<file path="src/rtl/block_transfer_engine.sv">
// Block transfer engine: moves a BLK_W x BLK_H block between an SRAM (16-bit words,
// RD_LAT-cycle read latency) and a DPRAM (32-bit words, 1-cycle read latency).
//   FETCH     (i_mode=0): SRAM words -> sign-extended -> DPRAM[dp_base + k]
//   WRITEBACK (i_mode=1): DPRAM words -> clipped to 0..255 -> packed pairs -> SRAM
// Ports:
//   i_clk, i_rst                  clock, synchronous active-high reset
//   i_start, i_mode               start request (IDLE only) and direction
//   i_base_address, i_row_stride  SRAM address of sample (0,0) and row pitch
//   i_dp_base                     DPRAM address of element (0,0)
//   o_busy, o_done                transfer in progress / one-cycle completion pulse
//   o_sram_*, i_sram_read_data    SRAM port (registered address, active-low write)
//   o_dp_*, i_dp_read_data        DPRAM port (registered address, write strobe)
module block_transfer_engine #(
  parameter int unsigned BLK_W  = 8,
  parameter int unsigned BLK_H  = 8,
  parameter int unsigned RD_LAT = 2
) (
  input  logic        i_clk,
  input  logic        i_rst,
  input  logic        i_start,
  input  logic        i_mode,
  input  logic [17:0] i_base_address,
  input  logic [17:0] i_row_stride,
  input  logic [6:0]  i_dp_base,
  output logic        o_busy,
  output logic        o_done,
  output logic [17:0] o_sram_address,
  input  logic [15:0] i_sram_read_data,
  output logic [15:0] o_sram_write_data,
  output logic        o_sram_we_n,
  output logic [6:0]  o_dp_address,
  output logic [31:0] o_dp_write_data,
  output logic        o_dp_write_enable,
  input  logic [31:0] i_dp_read_data
);

  localparam int unsigned N     = BLK_W * BLK_H;
  localparam int unsigned CNT_W = $clog2(N + 1);
  localparam int unsigned COL_W = $clog2(BLK_W);

  localparam logic [CNT_W-1:0] LAST_K   = CNT_W'(N - 1);
  localparam logic [CNT_W-1:0] N_CNT    = CNT_W'(N);
  localparam logic [COL_W-1:0] LAST_COL = COL_W'(BLK_W - 1);

  typedef enum logic [2:0] {
    StIdle,
    StFetchIssue,
    StFetchDrain,
    StWbRun,
    StWbDrain,
    StDone
  } state_t;

  state_t             r_state;
  logic               r_mode;
  logic [17:0]        r_stride;
  logic [6:0]         r_dp_base;
  // SRAM-side traversal: row start address plus column within the row
  logic [17:0]        r_row_addr;
  logic [COL_W-1:0]   r_col;
  // r_cnt_a counts issued addresses, r_cnt_b counts completed elements
  logic [CNT_W-1:0]   r_cnt_a;
  logic [CNT_W-1:0]   r_cnt_b;
  // High during each cycle an issued address is on the bus
  logic               r_iss;
  logic [RD_LAT-1:0]  r_rd_vld;
  logic               r_wb_vld;
  logic [7:0]         r_lo_pix;

  logic               r_busy;
  logic               r_done;
  logic [17:0]        r_sram_address;
  logic [15:0]        r_sram_write_data;
  logic               r_sram_we_n;
  logic [6:0]         r_dp_address;
  logic [31:0]        r_dp_write_data;
  logic               r_dp_we;

  logic [31:0]        w_sext;
  logic [7:0]         w_clip;
  logic               w_col_last;

  assign w_sext     = {{16{i_sram_read_data[15]}}, i_sram_read_data};
  // Signed clip to 0..255: negative -> 0, any bit above bit 7 set -> 255
  assign w_clip     = i_dp_read_data[31]      ? 8'h00 :
                      (|i_dp_read_data[30:8]) ? 8'hFF : i_dp_read_data[7:0];
  assign w_col_last = (r_col == LAST_COL);

  always_ff @(posedge i_clk) begin
    if (i_rst) begin
      r_state           <= StIdle;
      r_mode            <= 1'b0;
      r_stride          <= '0;
      r_dp_base         <= '0;
      r_row_addr        <= '0;
      r_col             <= '0;
      r_cnt_a           <= '0;
      r_cnt_b           <= '0;
      r_iss             <= 1'b0;
      r_rd_vld          <= '0;
      r_wb_vld          <= 1'b0;
      r_lo_pix          <= '0;
      r_busy            <= 1'b0;
      r_done            <= 1'b0;
      r_sram_address    <= '0;
      r_sram_write_data <= '0;
      r_sram_we_n       <= 1'b1;
      r_dp_address      <= '0;
      r_dp_write_data   <= '0;
      r_dp_we           <= 1'b0;
    end else begin
      r_sram_we_n <= 1'b1;
      r_dp_we     <= 1'b0;
      r_done      <= 1'b0;
      r_iss       <= 1'b0;

      // Read-valid tracking: fetch reads land RD_LAT cycles after the address cycle,
      // DPRAM reads land one cycle after it.
      r_rd_vld[0] <= r_iss & ~r_mode;
      for (int i = 1; i < RD_LAT; i++) begin
        r_rd_vld[i] <= r_rd_vld[i-1];
      end
      r_wb_vld <= r_iss & r_mode;

      unique case (r_state)
        StIdle: begin
          if (i_start) begin
            r_mode     <= i_mode;
            r_row_addr <= i_base_address;
            r_stride   <= i_row_stride;
            r_dp_base  <= i_dp_base;
            r_col      <= '0;
            r_cnt_a    <= '0;
            r_cnt_b    <= '0;
            r_busy     <= 1'b1;
            r_state    <= i_mode ? StWbRun : StFetchIssue;
          end
        end
        StFetchIssue: begin
          r_sram_address <= r_row_addr + 18'(r_col);
          r_iss          <= 1'b1;
          r_cnt_a        <= r_cnt_a + 1'b1;
          if (w_col_last) begin
            r_col      <= '0;
            r_row_addr <= r_row_addr + r_stride;
          end else begin
            r_col <= r_col + 1'b1;
          end
          if (r_cnt_a == LAST_K) r_state <= StFetchDrain;
        end
        StWbRun: begin
          r_dp_address <= r_dp_base + 7'(r_cnt_a);
          r_iss        <= 1'b1;
          r_cnt_a      <= r_cnt_a + 1'b1;
          if (r_cnt_a == LAST_K) r_state <= StWbDrain;
        end
        StFetchDrain, StWbDrain: begin
          // Done follows the cycle in which the last write was presented
          if (r_cnt_b == N_CNT) begin
            r_done  <= 1'b1;
            r_state <= StDone;
          end
        end
        StDone: begin
          r_busy  <= 1'b0;
          r_state <= StIdle;
        end
        default: r_state <= StIdle;
      endcase

      // FETCH completion: returned word goes to DPRAM in arrival order
      if (r_rd_vld[RD_LAT-1]) begin
        r_dp_we         <= 1'b1;
        r_dp_address    <= r_dp_base + 7'(r_cnt_b);
        r_dp_write_data <= w_sext;
        r_cnt_b         <= r_cnt_b + 1'b1;
      end

      // WRITEBACK completion: even element is held, odd element completes the pair
      if (r_wb_vld) begin
        if (!r_cnt_b[0]) begin
          r_lo_pix <= w_clip;
        end else begin
          r_sram_address    <= r_row_addr + 18'(r_col >> 1);
          r_sram_write_data <= {r_lo_pix, w_clip};
          r_sram_we_n       <= 1'b0;
        end
        r_cnt_b <= r_cnt_b + 1'b1;
        if (w_col_last) begin
          r_col      <= '0;
          r_row_addr <= r_row_addr + r_stride;
        end else begin
          r_col <= r_col + 1'b1;
        end
      end
    end
  end

  assign o_busy            = r_busy;
  assign o_done            = r_done;
  assign o_sram_address    = r_sram_address;
  assign o_sram_write_data = r_sram_write_data;
  assign o_sram_we_n       = r_sram_we_n;
  assign o_dp_address      = r_dp_address;
  assign o_dp_write_data   = r_dp_write_data;
  assign o_dp_write_enable = r_dp_we;

endmodule
</file>
<file path="config.mk">
export PLATFORM = sky130hd
export DESIGN_NAME = block_transfer_engine
export DESIGN_NICKNAME = d
export VERILOG_FILES = /design/src/rtl/block_transfer_engine.sv
export SDC_FILE = /design/constraint.sdc
export NUM_CORES = 1
export LEC_CHECK = 0
export BUFFER_PORTS_ARGS = -buffer_cell sky130_fd_sc_hd__buf_2
export CAP_MARGIN = 5
export CORE_MARGIN = 2
export CORE_UTILIZATION = 49
export CTS_BUF_LIST = sky130_fd_sc_hd__clkbuf_16
export CTS_CLUSTER_SIZE = 28
export DETAILED_ROUTE_END_ITERATION = 10
export PLACE_DENSITY = 0.87
export SETUP_SLACK_MARGIN = 0.3
export SLEW_MARGIN = 20
export SYNTH_ARGS = -nofsm -noshare
export SYNTH_HDL_FRONTEND = slang
export SYNTH_SLANG_ARGS = --single-unit
</file>
<file path="constraint.sdc">
create_clock -name i_clk -period 2.2 [get_ports i_clk]
set_input_delay 0 -clock i_clk [delete_from_list [all_inputs] [get_ports i_clk]]
set_output_delay 0 -clock i_clk [all_outputs]
set_load 0.005 [all_outputs]
</file>
==> results.md <==
- Initial Utilization: 0.5031
- HP Class: in -> reg
- Antenna fix cells: 0
- WL per Instance: 19.62 um
- LEAKAGE: 4.337 nW
- Period minus WS final: 2.248 ns
- Share of async-settable or async-resettable flops after synthesis: 0
- Worst EP required: ~2.5 ns
- RSZ-0062 raised after global routing: yes
- CTS tree: done
- Area share of the largest cell type after synthesis: 0.3751
- Synth top area cells: dfxtp_1 38%, nand2_1 6.8%, a21oi_1 6.5%
- Die footprint: approximately 16000 um^2
- Simple-Gate Fraction of Synth Area: 0.2120
- #FFs+latches synth: between 100 and 150
- Library cells used by synthesis: a little under 80
- Wire length of the first global-routing pass: 37740 um
- Initial DRC count: between 900 and 1k
- Final Util: 0.7144
- Final worst-path cycle share: 1.022
- Min Hold Slack: between 0.02 and 0.025 ns
- Max-cap viol count: 0
- CTS Buf Count: 17
- H-tree level count: 4
- Worst-path clk slew: 0.06 ns
- Pwr dens: 762.4 nW/um^2
- Final Worst Setup Slack: -0.04815 ns
- Crit path launch type: flop
- Initial antenna violation count: 0
- Mux share of post-synthesis cell area: 0.05014
- Final Hold Fails: 0
- Clk_lat worst skew: 0.42 ns
- Yosys warns: 0
- Floorplan row count: 44
- Die W: around 130 um
- # setup viols final: 4
- Adder-Cell Fraction of Synth Area: 0.06742
- Final slew viol count: 0
- Clk_skew: 0.01038 ns
- Routed WL: 26310 um
- DP HPWL: 14540 um
- Die span in y: around 130 um
- Placed instance count: 1229
- Vias in the first global route: 7691
- Cell Area, Synth: 7312 um^2
- Main combinational cell family by area after synthesis: simple AND/OR/NAND/NOR gates
- Peak supply drop: 585.3 uV
- Slew @ Worst Pin: 0.6789 ns
- Largest area contributor in the netlist: dfxtp_1
- Slowest stage delay, CP: around 0.40 ns
- Normalized max-slew margin: 0.5474
- Via count: ~8.2k
- Largest delay share family, worst path: compound AO/OA/AOI/OAI gates
- Setup TNS: -0.08335 ns
- Crit path cell chain: ha_4 -> inv_2 -> fa_2 -> nand2b_4 -> a21oi_4 -> o211ai_4 -> a2111oi_4 -> o21ai_2 -> a31o_1
- NumNets Final: 1276
- Seq/Total Area, Yosys: 0.3751
- Cells after synthesis: around 900
- Layout Area Growth over Synthesis: 41.99%
- GRT overflow: 0
- Vias per Instance: a little over 6
- Routed Antenna Nets: 0
- Post-synth EDFFs: 0
- CP bufs+invs: 1
- CTS Buffer Depth: 2
- Clock root cell: clkbuf_16
- Largest net degree at the start of global routing: between 60 and 70
- Total track usage: 0.2933
- Status: complete, but fails checks
- # DRC: 0
- Layout Cells excl Fill: approximately 1.3k
- Worst Path Max Fanout: 3
- WS Path Type: reg -> reg
- Share of layout cells above drive strength 1: 0.3224
- Arrival @ worst endpoint: 2.56 ns
- Pre-antenna DRT Iters: 6
- Synth Area in XOR/XNOR: 0.03474
- Final Total Pwr: 0.007916 W
- Failing checks: negative setup slack
- Fillers: just over 1k
- Fmax: 444.8 MHz
- Syn Nets: ~1k
- Clk sinks: 137
- RD Place Congestion: 0.9311
- PortBufs: 171
- I/O pin total: 172
- CP Capture Type: flop
- Synth Flop Type: dfxtp_1
- Synth Area in Compound Gates: 0.2048
- CP max-delay cell: a2111oi_4
- Avg Cell Area, Syn: 8.170 um^2
- CORE AREA: roughly 15000 um^2
report_power, final:
part | total (W) | internal [W] | leakage, nW | switching [W]
clock network | 0.00275 | 0.00164 | 0.269 | 0.00110
logic | 0.00224 | 0.000954 | 2.95 | 0.00129
registers | 0.00293 | 0.00270 | 1.12 | 0.000227
synthesized netlist by cell type, types with 15 or more instances:
library cell	count
o21ai_0	23
dfxtp_1	137
mux2i_1	31
xor2_1	15
nand2_1	132
nor3_1	22
ha_1	33
buf_4	19
inv_1	19
clkbuf_1	28
nor2_1	101
a22oi_1	15
a21oi_1	95
nand3_1	17
cells in the final DEF, fill, tap and decap left out, types with 5 or more instances in the layout:
master | synthesis | routed
o21ai_1 | 6 | 8
a22oi_1 | 15 | 15
nor2b_1 | 9 | 6
a21oi_1 | 95 | 88
dfxtp_2 | 0 | 8
buf_2 | 14 | 170
mux2i_1 | 31 | 29
a21o_1 | 8 | 7
nand3_1 | 17 | 16
nand2b_1 | 7 | 6
clkbuf_16 | 0 | 17
nand2_1 | 132 | 131
o22ai_1 | 6 | 6
inv_1 | 19 | 17
xor2_1 | 15 | 14
nor2_1 | 101 | 93
a211oi_1 | 12 | 9
nand4_1 | 8 | 8
buf_6 | 0 | 13
and2_1 | 4 | 5
ha_4 | 0 | 12
a31oi_1 | 8 | 6
clkinvlp_4 | 0 | 5
and3_1 | 7 | 5
nor4_1 | 7 | 7
nor3_1 | 22 | 18
dlygate4sd3_1 | 0 | 61
o21ai_0 | 23 | 18
xnor2_1 | 14 | 13
dfxtp_1 | 137 | 124
buf_4 | 19 | 49
nor2_2 | 0 | 5
ha_1 | 33 | 19
dfxtp_4 | 0 | 5
a22o_1 | 6 | 6
routing by layer:
layer	global-route usage	share of wire
met1	0.3290	0.35
met2	0.4873	0.48
met3	0.07774	0.091
met4	0.1991	0.076
met5	0	0
worst register-to-register path, stage by stage (launching register included):
cell       delay, ns
dfxtp_4         0.38
ha_4            0.14
inv_2           0.03
fa_2            0.36
nand2b_4        0.17
a21oi_4         0.19
o211ai_4        0.14
a2111oi_4       0.40
o21ai_2         0.11
a31o_1          0.23
sequential cells by signal, indices dropped and copies added (netlist names), 2 cells and up:
name / count
r_dp_base: 7
o_sram_write_data: 16
o_dp_write_data: 16
r_rd_vld: 2
r_col: 3
o_sram_address: 18
r_lo_pix: 8
r_cnt_a: 7
r_row_addr: 18
r_state: 3
r_cnt_b: 7
r_stride: 18
o_dp_address: 7
repair_timing:
item,4_1_cts,5_1_grt
endpoints found under the setup margin,28,42
pin swaps,22,41
resized for setup,38,69
endpoints found under the hold margin,71,0
hold buffers,61,0
setup buffers,11,8
area by class of cell:
| cell class | count | area (um^2) | area share |
|---|---|---|---|
| multi-input combinational | 673 | 4717 | 0.4543 |
| sequential | 137 | 2771 | 0.2669 |
| timing repair buffer | 296 | 2031 | 0.1956 |
| clock buffer | 17 | 425.4 | 0.04097 |
| tap | 184 | 230.2 | 0.02217 |
| clock inverter | 15 | 136.4 | 0.01314 |
| inverter | 19 | 71.32 | 0.006869 |
cells by family (layout without fill, tap and decap cells):
family | count (synthesis) | after routing
and+or+nand+nor | 341 | 341
DFF | 137 | 137
xor gates and xnor gates | 29 | 29
AOI/OAI and AO/OA | 230 | 230
buffers and inverters | 85 | 347
adders and majority gates | 37 | 37
muxes | 36 | 36
final timing paths:
kind / from / to / slack, ns / depth (start not counted)
setup / recovery: r_row_addr[0]$_SDFF_PP0_ / r_row_addr[16]$_SDFF_PP0_ / -0.05 / 9
hold / removal: i_rst / o_dp_address[3]$_SDFFE_PP0P_ / 0.02 / 2
hold reg to reg: o_sram_write_data[4]$_SDFFE_PP0P_ / o_sram_write_data[4]$_SDFFE_PP0P_ / 0.45 / 2
setup reg to reg: r_row_addr[0]$_SDFF_PP0_ / r_row_addr[16]$_SDFF_PP0_ / -0.05 / 9
through the flow:
step,setup slack [ns],instance area [um^2]
global placement,0.05481,8538
floorplan,0.09010,7450
detailed placement,0.006938,8538
CTS,0.09589,9980
finish,-0.04815,10380
global route,-0.1101,10380
No activity file was read; power rests on OpenSTA's default activity.
